`config.mk`:
```
export PLATFORM = sky130hd
export DESIGN_NAME = lsu_flat
export DESIGN_NICKNAME = d
export VERILOG_FILES = /design/src/rtl/lsu_pkg.sv /design/src/rtl/lsu_if.sv /design/src/rtl/lsu_fmt.sv /design/src/rtl/lsu.sv /design/src/flat_wrapper.sv
export SDC_FILE = /design/constraint.sdc
export NUM_CORES = 1
export LEC_CHECK = 0
export ABC_CLOCK_PERIOD_IN_PS = 2800
export BUFFER_PORTS_ARGS = -buffer_cell sky130_fd_sc_hd__clkbuf_2
export CAP_MARGIN = 20
export CORE_MARGIN = 8
export CORE_UTILIZATION = 45
export DETAILED_ROUTE_END_ITERATION = 10
export PLACE_DENSITY = 0.87
export REMOVE_ABC_BUFFERS = 1
export SETUP_SLACK_MARGIN = 0.4
export SLEW_MARGIN = 20
export SYNTH_ARGS = -nofsm -noshare
export SYNTH_HDL_FRONTEND = slang
export SYNTH_SLANG_ARGS = --single-unit
```
`constraint.sdc`:
```
create_clock -name clk_i -period 2.8 [get_ports clk_i]
set_input_delay 0.28 -clock clk_i [delete_from_list [all_inputs] [get_ports clk_i]]
set_output_delay 0.28 -clock clk_i [all_outputs]
set_load 0.03 [all_outputs]
```
`src/rtl/lsu_pkg.sv`:
```
// lsu_pkg: shared definitions for the RV32I load-store unit.
//   - funct3 encodings for loads and stores (size class in bits [1:0],
//     unsigned flag in bit 2)
//   - FSM state encoding
//   - helpers classifying a request as misaligned or carrying an illegal funct3
package lsu_pkg;

  localparam logic [2:0] F3_B  = 3'b000;
  localparam logic [2:0] F3_H  = 3'b001;
  localparam logic [2:0] F3_W  = 3'b010;
  localparam logic [2:0] F3_BU = 3'b100;
  localparam logic [2:0] F3_HU = 3'b101;

  typedef enum logic [1:0] {
    S_IDLE = 2'd0,
    S_REQ  = 2'd1,
    S_WAIT = 2'd2,
    S_DONE = 2'd3
  } lsu_state_e;

  // Byte accesses never fault; halfwords need addr[0]=0; words need addr[1:0]=00.
  function automatic logic misaligned(input logic [2:0] funct3, input logic [1:0] addr_lo);
    logic res;
    case (funct3)
      F3_H, F3_HU: res = addr_lo[0];
      F3_W:        res = (addr_lo != 2'b00);
      default:     res = 1'b0;
    endcase
    return res;
  endfunction

  // Stores only have SB/SH/SW; loads additionally have LBU/LHU.
  function automatic logic illegal_funct3(input logic we, input logic [2:0] funct3);
    logic res;
    if (we) begin
      res = (funct3 > F3_W);
    end else begin
      res = (funct3 == 3'b011) || (funct3 == 3'b110) || (funct3 == 3'b111);
    end
    return res;
  endfunction

endpackage

```
`src/rtl/lsu_if.sv`:
```
// lsu_if: word-aligned data-memory bus with req/gnt/rvalid handshake.
//   master (LSU side): drives mem_req_o, mem_we_o, mem_addr_o, mem_wdata_o,
//                      mem_be_o; receives mem_gnt_i, mem_rvalid_i, mem_rdata_i
//   slave  (memory side): the mirror image.
// Signal names are written from the LSU's point of view.
interface lsu_if;
  logic        mem_req_o;
  logic        mem_we_o;
  logic [31:0] mem_addr_o;
  logic [31:0] mem_wdata_o;
  logic [3:0]  mem_be_o;
  logic        mem_gnt_i;
  logic        mem_rvalid_i;
  logic [31:0] mem_rdata_i;

  modport master (
    output mem_req_o, mem_we_o, mem_addr_o, mem_wdata_o, mem_be_o,
    input  mem_gnt_i, mem_rvalid_i, mem_rdata_i
  );

  modport slave (
    input  mem_req_o, mem_we_o, mem_addr_o, mem_wdata_o, mem_be_o,
    output mem_gnt_i, mem_rvalid_i, mem_rdata_i
  );
endinterface

```
`src/rtl/lsu_fmt.sv`:
```
// lsu_fmt: combinational data formatting for the LSU.
//   st_*: store lane steering -- replicates the byte/halfword across the word
//         and builds the byte enables from the low address bits.
//   ld_*: load extraction -- picks the byte/halfword lane and sign- or
//         zero-extends it to 32 bits.
module lsu_fmt
  import lsu_pkg::*;
(
  input  logic [2:0]  st_funct3_i,
  input  logic [1:0]  st_addr_lo_i,
  input  logic [31:0] st_data_i,
  output logic [31:0] st_data_o,
  output logic [3:0]  st_be_o,
  input  logic [2:0]  ld_funct3_i,
  input  logic [1:0]  ld_addr_lo_i,
  input  logic [31:0] ld_rdata_i,
  output logic [31:0] ld_data_o
);

  logic [7:0]  ld_byte;
  logic [15:0] ld_half;

  always_comb begin
    st_data_o = '0;
    st_be_o   = '0;
    case (st_funct3_i)
      F3_B: begin
        st_data_o = {4{st_data_i[7:0]}};
        st_be_o   = 4'b0001 << st_addr_lo_i;
      end
      F3_H: begin
        st_data_o = {2{st_data_i[15:0]}};
        st_be_o   = st_addr_lo_i[1] ? 4'b1100 : 4'b0011;
      end
      F3_W: begin
        st_data_o = st_data_i;
        st_be_o   = 4'b1111;
      end
      default: ;
    endcase
  end

  always_comb begin
    ld_byte   = ld_rdata_i[8*ld_addr_lo_i +: 8];
    ld_half   = ld_addr_lo_i[1] ? ld_rdata_i[31:16] : ld_rdata_i[15:0];
    ld_data_o = ld_rdata_i;
    case (ld_funct3_i)
      F3_B:    ld_data_o = {{24{ld_byte[7]}}, ld_byte};
      F3_H:    ld_data_o = {{16{ld_half[15]}}, ld_half};
      F3_BU:   ld_data_o = {24'h0, ld_byte};
      F3_HU:   ld_data_o = {16'h0, ld_half};
      default: ld_data_o = ld_rdata_i;
    endcase
  end

endmodule

```
`src/rtl/lsu.sv`:
```
// lsu: RV32I memory-stage load-store unit, one transaction in flight.
//   clk_i, rst_ni           : clock, synchronous active-low reset
//   req_valid_i/req_ready_o : request handshake from execute (ready only in IDLE)
//   req_we_i, req_funct3_i, req_addr_i, req_wdata_i : operation descriptor
//   rsp_valid_o             : one-cycle completion pulse
//   err_o                   : misaligned / illegal funct3, valid with rsp_valid_o
//   ld_data_o               : extended load result, held until the next load
//   mem                     : data-memory bus (lsu_if.master)
module lsu
  import lsu_pkg::*;
(
  input  logic        clk_i,
  input  logic        rst_ni,
  input  logic        req_valid_i,
  output logic        req_ready_o,
  input  logic        req_we_i,
  input  logic [2:0]  req_funct3_i,
  input  logic [31:0] req_addr_i,
  input  logic [31:0] req_wdata_i,
  output logic        rsp_valid_o,
  output logic [31:0] ld_data_o,
  output logic        err_o,
  lsu_if.master       mem
);

  lsu_state_e  state_q, state_d;
  logic        we_q, we_d;
  logic [2:0]  funct3_q, funct3_d;
  logic [1:0]  addr_lo_q, addr_lo_d;
  logic [31:0] addr_q, addr_d;
  logic [31:0] wdata_q, wdata_d;
  logic [3:0]  be_q, be_d;
  logic        err_q, err_d;
  logic [31:0] ld_data_q, ld_data_d;

  logic [31:0] st_data;
  logic [3:0]  st_be;
  logic [31:0] ld_fmt;
  logic        req_bad;

  // Store steering works on the incoming request so the bus payload is
  // registered at accept; load extraction works on the latched lane info.
  lsu_fmt u_fmt (
    .st_funct3_i  (req_funct3_i),
    .st_addr_lo_i (req_addr_i[1:0]),
    .st_data_i    (req_wdata_i),
    .st_data_o    (st_data),
    .st_be_o      (st_be),
    .ld_funct3_i  (funct3_q),
    .ld_addr_lo_i (addr_lo_q),
    .ld_rdata_i   (mem.mem_rdata_i),
    .ld_data_o    (ld_fmt)
  );

  assign req_bad = illegal_funct3(req_we_i, req_funct3_i)
                || misaligned(req_funct3_i, req_addr_i[1:0]);

  always_comb begin
    state_d   = state_q;
    we_d      = we_q;
    funct3_d  = funct3_q;
    addr_lo_d = addr_lo_q;
    addr_d    = addr_q;
    wdata_d   = wdata_q;
    be_d      = be_q;
    err_d     = err_q;
    ld_data_d = ld_data_q;
    case (state_q)
      S_IDLE: begin
        if (req_valid_i) begin
          we_d      = req_we_i;
          funct3_d  = req_funct3_i;
          addr_lo_d = req_addr_i[1:0];
          addr_d    = {req_addr_i[31:2], 2'b00};
          wdata_d   = st_data;
          be_d      = st_be;
          err_d     = req_bad;
          // Faulting requests skip the bus entirely.
          state_d   = req_bad ? S_DONE : S_REQ;
        end
      end
      S_REQ: begin
        // A same-cycle rvalid here is not ours and is deliberately ignored.
        if (mem.mem_gnt_i) begin
          state_d = we_q ? S_DONE : S_WAIT;
        end
      end
      S_WAIT: begin
        if (mem.mem_rvalid_i) begin
          ld_data_d = ld_fmt;
          state_d   = S_DONE;
        end
      end
      S_DONE: begin
        err_d   = 1'b0;
        state_d = S_IDLE;
      end
      default: state_d = S_IDLE;
    endcase
  end

  always_ff @(posedge clk_i) begin
    if (!rst_ni) begin
      state_q   <= S_IDLE;
      we_q      <= 1'b0;
      funct3_q  <= '0;
      addr_lo_q <= '0;
      addr_q    <= '0;
      wdata_q   <= '0;
      be_q      <= '0;
      err_q     <= 1'b0;
      ld_data_q <= '0;
    end else begin
      state_q   <= state_d;
      we_q      <= we_d;
      funct3_q  <= funct3_d;
      addr_lo_q <= addr_lo_d;
      addr_q    <= addr_d;
      wdata_q   <= wdata_d;
      be_q      <= be_d;
      err_q     <= err_d;
      ld_data_q <= ld_data_d;
    end
  end

  assign req_ready_o     = (state_q == S_IDLE);
  assign rsp_valid_o     = (state_q == S_DONE);
  assign err_o           = err_q;
  assign ld_data_o       = ld_data_q;
  assign mem.mem_req_o   = (state_q == S_REQ);
  assign mem.mem_we_o    = we_q;
  assign mem.mem_addr_o  = addr_q;
  assign mem.mem_wdata_o = wdata_q;
  assign mem.mem_be_o    = be_q;

endmodule

```
`src/flat_wrapper.sv`:
```
// flat-port wrapper written by rule: the top's interface ports become plain ports
module lsu_flat import lsu_pkg::*;
  (clk_i, rst_ni, req_valid_i, req_ready_o, req_we_i, req_funct3_i, req_addr_i, req_wdata_i, rsp_valid_o, ld_data_o, err_o, mem_mem_req_o, mem_mem_we_o, mem_mem_addr_o, mem_mem_wdata_o, mem_mem_be_o, mem_mem_gnt_i, mem_mem_rvalid_i, mem_mem_rdata_i);
  lsu_if mem_i ();
  input  logic clk_i;
  input  logic rst_ni;
  input  logic req_valid_i;
  output logic req_ready_o;
  input  logic req_we_i;
  input  logic [2:0] req_funct3_i;
  input  logic [31:0] req_addr_i;
  input  logic [31:0] req_wdata_i;
  output logic rsp_valid_o;
  output logic [31:0] ld_data_o;
  output logic err_o;
  output wire logic [$bits(mem_i.mem_req_o)-1:0] mem_mem_req_o;
  output wire logic [$bits(mem_i.mem_we_o)-1:0] mem_mem_we_o;
  output wire logic [$bits(mem_i.mem_addr_o)-1:0] mem_mem_addr_o;
  output wire logic [$bits(mem_i.mem_wdata_o)-1:0] mem_mem_wdata_o;
  output wire logic [$bits(mem_i.mem_be_o)-1:0] mem_mem_be_o;
  input wire logic [$bits(mem_i.mem_gnt_i)-1:0] mem_mem_gnt_i;
  input wire logic [$bits(mem_i.mem_rvalid_i)-1:0] mem_mem_rvalid_i;
  input wire logic [$bits(mem_i.mem_rdata_i)-1:0] mem_mem_rdata_i;
  assign mem_mem_req_o = mem_i.mem_req_o;
  assign mem_mem_we_o = mem_i.mem_we_o;
  assign mem_mem_addr_o = mem_i.mem_addr_o;
  assign mem_mem_wdata_o = mem_i.mem_wdata_o;
  assign mem_mem_be_o = mem_i.mem_be_o;
  assign mem_i.mem_gnt_i = mem_mem_gnt_i;
  assign mem_i.mem_rvalid_i = mem_mem_rvalid_i;
  assign mem_i.mem_rdata_i = mem_mem_rdata_i;
  lsu u_core (.clk_i(clk_i), .rst_ni(rst_ni), .req_valid_i(req_valid_i), .req_ready_o(req_ready_o), .req_we_i(req_we_i), .req_funct3_i(req_funct3_i), .req_addr_i(req_addr_i), .req_wdata_i(req_wdata_i), .rsp_valid_o(rsp_valid_o), .ld_data_o(ld_data_o), .err_o(err_o), .mem(mem_i));
endmodule
```
# == Word-level counts from Yosys, hierarchy flattened ==
# Index checks and enable logic that the tools add are counted.
# op_classes
magnitude_cmp,1
eq_ne,15
n_shift,2
mux,15
reduce_logical,13
# op_table
cell,n
$pmux W32 S4,1
$pmux W32 S3,1
$shiftx A32 B6 Y8,1
$mux W16,1
$eq A3 B3 Y1 const B,5
$pmux W4 S3,1
$mux W2,4
$pmux W2 S4,1
$eq A3 B1 Y1 const B,2
$eq A3 B2 Y1 const B,2
$logic_not A3 Y1,2
$reduce_and A2 Y1,3
$eq A2 B2 Y1 const B,2
$mux W4,1
$ne A2 B2 Y1 const B,2
$pmux W1 S2,2
$reduce_bool A2 Y1,2
$shl A1 B2 Y4 const A,1
$gt A3 B2 Y1 const B,1
$logic_or A1 B1 Y1,3
$mux W1,3
$reduce_and A3 Y1,1
$eq A2 B1 Y1 const B,1
$logic_not A2 Y1,1
2 further kinds,2
# totals
ff_bits,107
in_bits,105
out_inout_bits,105

# == Longest topological paths before layout ==
# Gate-level depths: netlist of run 1.
# depth
ltp_word,8
mapped_depth,8
depth_no_buf,6

# == Modules after synthesis ==
# Synthesis of run 1 repeated with hierarchy kept, for this count alone.
# hier_totals
cells_unflattened,718
area_unflattened_um2,5418.9
# by_module_without_submodules
mod,instances,cells_per_inst,area_per_inst_um2,seq_area_each_um2
lsu,1,484,3891.2,2142.1
lsu_fmt,1,234,1527.7,0.0

# == Least setup slack after synthesis of run 1 ==
# OpenSTA, ideal clock, no wires.
# synth_timing
path_type,register to register
startpoint,register u_core.state_q[0]
endpoint,register u_core.be_q[0] (netlist: u_core.mem.mem_be_o[0])
setup_time_ns,0.076
arrival_time_ns,1.787
slack_ns,0.937
path_stages_with_launch,8
period_less_slack_ns,1.863
cell_sequence,dfxtp_1 -> inv_1 -> ha_1 -> nand2_2 -> a211oi_4 -> buf_4 -> o21ai_0 -> a21boi_0
# synth_via
elab_chain_cells,2
# synth_lines
item,line,rtl
start: declaration,lsu.sv:26,"lsu_state_e state_q, state_d;"
start signal: assignment,lsu.sv:114,state_q <= state_d;
$logic_not A2 Y1,--,
net req_ready_o,flat_wrapper.sv:8,output logic req_ready_o;
$reduce_and A2 Y1 (no source line),--,
end signal: assignment,lsu.sv:110,be_q <= '0;
end signal: assignment,lsu.sv:120,be_q <= be_d;
end: declaration,lsu.sv:32,"logic [3:0] be_q, be_d;"
# The timed path passes the listed nets, and every way through them passes these cells.
# A chain may end at the register's enable or synchronous reset.

# == Worst setup path in the final report of run 1 ==
# layout_timing
startpoint,register u_core.state_q[0]
endpoint,register u_core.wdata_q[20] (netlist: u_core.mem.mem_wdata_o[20])
# layout_via
elab_chain_cells,2
# layout_lines
item,line,rtl
$logic_not A2 Y1,lsu.sv:68,case (state_q)
$reduce_and A2 Y1 (no source line),--,
end signal: assignment,lsu.sv:119,wdata_q <= wdata_d;
end: declaration,lsu.sv:31,"logic [31:0] wdata_q, wdata_d;"
# No other way between the ends.

==> results.py, run 1 <==
metrics = {
    "sta": {
        "fmax_ghz": 0.463,
        "fin_crit_sh": 0.771,
        "fin_ws_ns": 0.641,
        "relSlewSlack": 0.472,
        "fin_tns_setup_ns": 0,
        "final_hold_viol_count": 0,
        "clock_skew_ns": 0.0178,
        "tightest_slew_ns": 0.788,
        "rsz0062_at_grt": "false",
        "setup_viol": 0,
        "drv_slew": 0,
        "fin_crit_ns": 2.16,
    },
    "cts": {
        "cts_root_buffer": "clkbuf_8",
        "clock_sink_count": 107,
        "clk_path_buf_depth": 2,
        "numCtsBuffers": 9,
        "cts_htree_levels": 3,
        "cts_tree": "done",
        "path_clk_slew_ns": 0.11,
        "clk_latency_ns": 0.37,
    },
    "layout": {
        "nNetsFinal": 855,
        "fillers": 1010,
        "final-seq-area_mm2": 0.00214,
        "final_util": 0.575,
        "area_growth_pct": 26.1,
        "drive_gt1_frac": 0.345,
        "multi_input_area_mm2": 0.00251,
        "diodes": 0,
        "final_cell_area_mm2": 0.00616,
    },
    "routing": {
        "wl_per_cell_um": 16.2,
        "dr.pass1.iters": 5,
        "vias_per_cell": 5.36,
        "num_vias": 4775,
        "route.detailed.drc": 0,
        "dr.first_iter.drc_count": 404,
        "detail-route-antenna-nets": 0,
        "wirelength_um": 14400,
    },
    "synthesis": {
        "synth_largest_area_cell": "dfxtp_1",
        "synth_edf_count": 0,
        "synth_seq_cells": 107,
        "synthArstFlopShare": 0,
        "seq_area_frac_synth": 0.439,
        "synth_top_area_frac": 0.439,
        "synth.distinct_cells": 41,
        "netlist_area_mm2": 0.00488,
        "synth_cells": 564,
        "yosysMostFrequentCell": "dfxtp_1",
        "ys_warn_count": 0,
        "syn_area_per_cell_um2": 8.66,
        "synth_area_leaders": "dfxtp_1 44%, nand2_1 7.5%, a21oi_1 5.7%",
        "synth_ff_type": "dfxtp_1",
        "ys_top_cells_by_count": "107 x dfxtp_1, 98 x nand2_1, 56 x a21oi_1",
    },
    "grt": {
        "overflow": 0,
        "grt_pass1_wl_um": 23600,
        "grt_max_degree": 62,
        "antenna_found_initial": 0,
        "grt_use_total": 0.196,
        "grt_pass1_vias": 4695,
    },
    "worst_setup_path": {
        "rrSetupSlack_ns": 0.64,
        "rr_endpoint": "u_core.mem.mem_wdata_o[20]",
        "worstSetupStartpointType": "flip-flop",
        "r2r.worst_path.cells": 6,
        "cp.arrival_ns": 2.46,
        "crit-reg2reg-launch": "u_core.state_q[0]",
        "cp_max_fo": 61,
        "worstSetupStartpoint": "u_core.state_q[0]",
        "critPathKind": "reg2reg",
        "crit_path_end_kind": "flip-flop",
        "endpoint": "u_core.mem.mem_wdata_o[20]",
        "critPathRequiredTime_ns": 3.11,
    },
    "die": {
        "fp.dieW_um": 120,
        "start_util": 0.456,
        "rows": 38,
        "die_h_um": 120,
        "io_pins": 210,
        "die-area_mm2": 0.0144,
        "core_mm2": 0.0107,
    },
    "placement": {
        "gp_congestion": 0.788,
        "placed_area_mm2": 0.00596,
        "dp_hpwl_um": 10600,
        "io_buffers": 207,
        "pre_cts_ws_ns": 0.617,
    },
    "power_and_ir_drop": {
        "p_int_mw": 2.73,
        "clockPowerShare": 0.188,
        "p_leak_nw": 2.70,
        "p_seq_frac": 0.407,
        "swShare": 0.431,
        "combPwrFrac": 0.405,
        "p_sw_mw": 2.07,
        "ir_drop_mv": 0.389,
        "power.density_mw_per_mm2": 780,
    },
    "worst_hold_path": {
        "whs_path_depth": 3,
        "hold_path_class": "in2reg",
    },
    "status": {
        "status": "completed",
    },
    "flow_run": {
        "maxCapViolations": 0,
    },
}
placed cells by master, fill, tap and decap left out, types with 8 or more instances in the layout:
| cell type | count |
|---|---|
| clkbuf_2 | 207 |
| dfxtp_1 | 107 |
| nand2_1 | 98 |
| a21oi_1 | 56 |
| o21ai_0 | 53 |
| a22oi_1 | 34 |
| mux2i_1 | 27 |
| nor2b_1 | 26 |
| nand3b_1 | 16 |
| nor2_1 | 15 |
| buf_4 | 11 |
| a222oi_1 | 9 |
| clkbuf_8 | 9 |
| mux2_2 | 8 |
| a211oi_2 | 8 |
| a21o_1 | 8 |
layer usage:
layer | global-route usage | routed length (µm)
met1 | 0.238 | 6070
met3 | 0.0662 | 1380
met4 | 0.0687 | 297
met2 | 0.319 | 6670
met5 | 0 | 0
kinds of logic (layout without fill, tap and decap cells):
kind of cell	after synthesis	in the layout	share of synthesized area
compound gates	187	187	0.248
simple gates	174	174	0.177
flops	107	107	0.439
buf+inv	56	242	0.0515
mux	35	35	0.0738
fa+ha+maj	4	4	0.0103
other cells	1	2	0.000768
per-stage QoR:
stage	hold slack (ns)	total power [mW]	instances
finish	0.113	4.80	891
global placement	0.442	3.90	875
detailed placement	0.446	3.94	875
global route	0.0915	5.11	891
CTS	0.0971	4.84	891
floorplan	0.398	3.27	517
power groups by stage:
stage               Clock [mW]  Combinational, mW  Sequential (mW)
finish                   0.903               1.94             1.95
global route              1.00               2.11             1.99
floorplan                    0              0.831             2.44
detailed placement           0               1.95             1.98
global placement             0               1.92             1.98
CTS                      0.935               1.96             1.95
critical path, cell delays in order, from the launching register on:
cell and delay (ns):
dfxtp_1 0.38, inv_1 0.10, ha_1 0.28, nand2_2 0.35, buf_4 0.59, a222oi_1 0.23, nor2b_1 0.15
flip-flops by register name, indices dropped and copies added (netlist names):
| register | count |
|---|---|
| u_core.mem.mem_wdata_o | 32 |
| u_core.funct3_q | 3 |
| u_core.addr_lo_q | 2 |
| u_core.mem.mem_addr_o | 30 |
| u_core.ld_data_o | 32 |
| u_core.mem.mem_we_o | 1 |
| u_core.mem.mem_be_o | 4 |
| u_core.err_o | 1 |
| u_core.state_q | 2 |
worst min-delay path by stage:
stage                                   start                        end  slack [ns]
detailed placement  u_core.mem.mem_addr_o[18]  u_core.mem.mem_addr_o[18]        0.45
floorplan                              rst_ni               u_core.err_o        0.40
global route                    req_addr_i[6]   u_core.mem.mem_addr_o[6]        0.09
finish                         req_addr_i[22]  u_core.mem.mem_addr_o[22]        0.11
CTS                            req_addr_i[22]  u_core.mem.mem_addr_o[22]         0.1
global placement    u_core.mem.mem_addr_o[26]  u_core.mem.mem_addr_o[26]        0.44
repair_timing:
item	in CTS	in global routing
hold buffers	0	0
resized for setup	0	2
endpoints found under the setup margin	0	3
setup buffers	0	0
final cells by class:
type                       count  share of cell area
clock inverter                 7             0.00976
tap                          140              0.0285
clock buffer                   9              0.0201
timing repair buffer         218               0.182
inverter                       8             0.00488
sequential                   107               0.348
multi-input combinational    402               0.407
Power figures use the tool's default switching activity.
==> run 2, diff against run 1 <==
Settings changed: ABC_CLOCK_PERIOD_IN_PS 2800 to 1950, CORE_UTILIZATION 45 to 43.
Clock period 2.8 ns to 1.95 ns, I/O delays scaled along.
==> run 2 against run 1 <==
  * Sequential share of layout area down 2.5 points
  * Utilization up 1.4 points
  * Via count up 5.2%
  * Flip-flop and latch count unchanged
  * Final cell count up 3.7%
  * Cell area up 8.0%
  * Maximum frequency up 34%
  * Critical endpoint is now u_core.state_q[0]
  * Largest cell class unchanged
  * Largest power group is now combinational cells
==> results.py, run 2 (synthesized netlist as in run 1, its figures left out) <==
metrics = {
    "routing": {
        "vias_per_cell": 5.44,
        "num_vias": 5023,
        "route.detailed.drc": 0,
        "detail-route-antenna-nets": 0,
        "wl_per_cell_um": 17.1,
        "dr.pass1.iters": 6,
        "dr.first_iter.drc_count": 408,
        "wirelength_um": 15800,
    },
    "die": {
        "die-area_mm2": 0.0150,
        "start_util": 0.433,
        "die_h_um": 123,
        "fp.dieW_um": 123,
        "rows": 39,
        "io_pins": 210,
        "core_mm2": 0.0113,
    },
    "cts": {
        "cts.hold.buffers_added": 0,
        "cts_tree": "done",
        "path_clk_slew_ns": 0.07,
        "clk_path_buf_depth": 2,
        "cts_root_buffer": "clkbuf_16",
        "clock_sink_count": 107,
        "clk_latency_ns": 0.34,
        "cts_htree_levels": 3,
        "numCtsBuffers": 9,
    },
    "power_and_ir_drop": {
        "power.density_mw_per_mm2": 1200,
        "ir_drop_mv": 0.615,
        "p_leak_nw": 2.95,
    },
    "flow_run": {
        "maxCapViolations": 0,
    },
    "sta": {
        "fin_crit_sh": 0.826,
        "fin_tns_setup_ns": 0,
        "relSlewSlack": 0.653,
        "clock_skew_ns": 0.00788,
        "setup_viol": 0,
        "drv_slew": 0,
        "final_hold_viol_count": 0,
        "fin_hold_ws_ns": 0.0713,
        "fmax_ghz": 0.621,
        "rsz0062_at_grt": "true",
        "tightest_slew_ns": 0.520,
        "fin_crit_ns": 1.61,
    },
    "grt": {
        "grt_max_degree": 48,
        "grt_pass1_wl_um": 24000,
        "overflow": 0,
        "antenna_found_initial": 0,
        "grt_pass1_vias": 4817,
        "grt_use_total": 0.197,
    },
    "layout": {
        "diodes": 0,
        "final_util": 0.590,
        "fillers": 998,
        "area_growth_pct": 36.2,
        "final_cell_mix": "206 x clkbuf_2, 102 x dfxtp_1, 98 x nand2_1, 55 x a21oi_1, 50 x o21ai_0",
        "nNetsFinal": 885,
        "layout_commonest_cell": "clkbuf_2",
        "drive_gt1_frac": 0.387,
    },
    "placement": {
        "dp_hpwl_um": 11000,
        "io_buffers": 207,
        "gp_congestion": 0.764,
    },
    "worst_setup_path": {
        "worstSetupStartpointType": "flip-flop",
        "critPathKind": "reg2reg",
        "cp.arrival_ns": 1.86,
        "critPathRequiredTime_ns": 2.20,
        "crit_path_end_kind": "flip-flop",
        "cp_max_fo": 4,
    },
    "status": {
        "status": "completed",
    },
    "worst_hold_path": {
        "hold_path_class": "in2reg",
    },
}
run 2: cell types whose count changed in the layout (fill, tap and decap cells not counted), sizes merged:
| cell | delta |
|---|---|
| nand2b | +1 |
| clkinv | +1 |
| inv | -1 |
| clkinvlp | -1 |
| buf | +29 |
| clkbuf | +1 |
run 2: routing by layer:
metal / wire, µm / vias to the layer above / global-route usage
met1: 6460 / 2363 / 0.233
met4: 269 / 0 / 0.0594
met3: 1450 / 23 / 0.0593
li1: - / 2426 / -
met2: 7600 / 211 / 0.339
met5: 0 / - / 0
run 2: worst max-delay path, cell delays in order, from the launching register on:
cell and delay [ns]:
dfxtp_2 0.36, inv_4 0.05, ha_4 0.17, buf_6 0.12, a222oi_1 0.36, o21ai_1 0.16, a221oi_2 0.28
run 2: cell type report:
| cell class | count | area [µm²] | share of cell area |
|---|---|---|---|
| tap | 143 | 179 | 0.0269 |
| timing repair buffer | 247 | 1450 | 0.219 |
| multi-input combinational | 403 | 2560 | 0.385 |
| inverter | 8 | 32.5 | 0.00489 |
| clock inverter | 6 | 40.0 | 0.00602 |
| sequential | 107 | 2150 | 0.323 |
| clock buffer | 10 | 239 | 0.0359 |
run 2: what timing repair did:
item / CTS / global route
buffers inserted: 7 / 7
pin swaps: 6 / 4
endpoints found under the setup margin: 86 / 79
gates resized for setup: 25 / 24
cloned: 3 / 1
run 2: path summary, 6_finish.rpt:
check	from	end	slack (ns)	cells past startpoint
worst max-delay path	u_core.state_q[0]	u_core.state_q[0]	0.34	6
worst max register to register	u_core.state_q[0]	u_core.state_q[0]	0.34	6
worst min register to register	u_core.mem.mem_addr_o[31]	u_core.mem.mem_addr_o[31]	0.46	2
worst min-delay path	req_addr_i[10]	u_core.mem.mem_addr_o[10]	0.07	3
run 2: power breakdown:
group / switching, mW / leakage [nW] / internal (mW)
clock network: 0.845 / 0.139 / 0.903
logic: 2.13 / 1.93 / 1.29
registers: 0.247 / 0.874 / 2.57
run 2: per-stage QoR:
step                instances  worst slack (ns)  total power, mW  area [µm²]
floorplan                 517            -0.819             4.70        4660
global placement          890            0.0227             5.71        6080
detailed placement        890           -0.0590             5.78        6080
CTS                       916             0.387             7.77        6510
global route              924             0.261             8.37        6650
finish                    924             0.339             7.98        6650
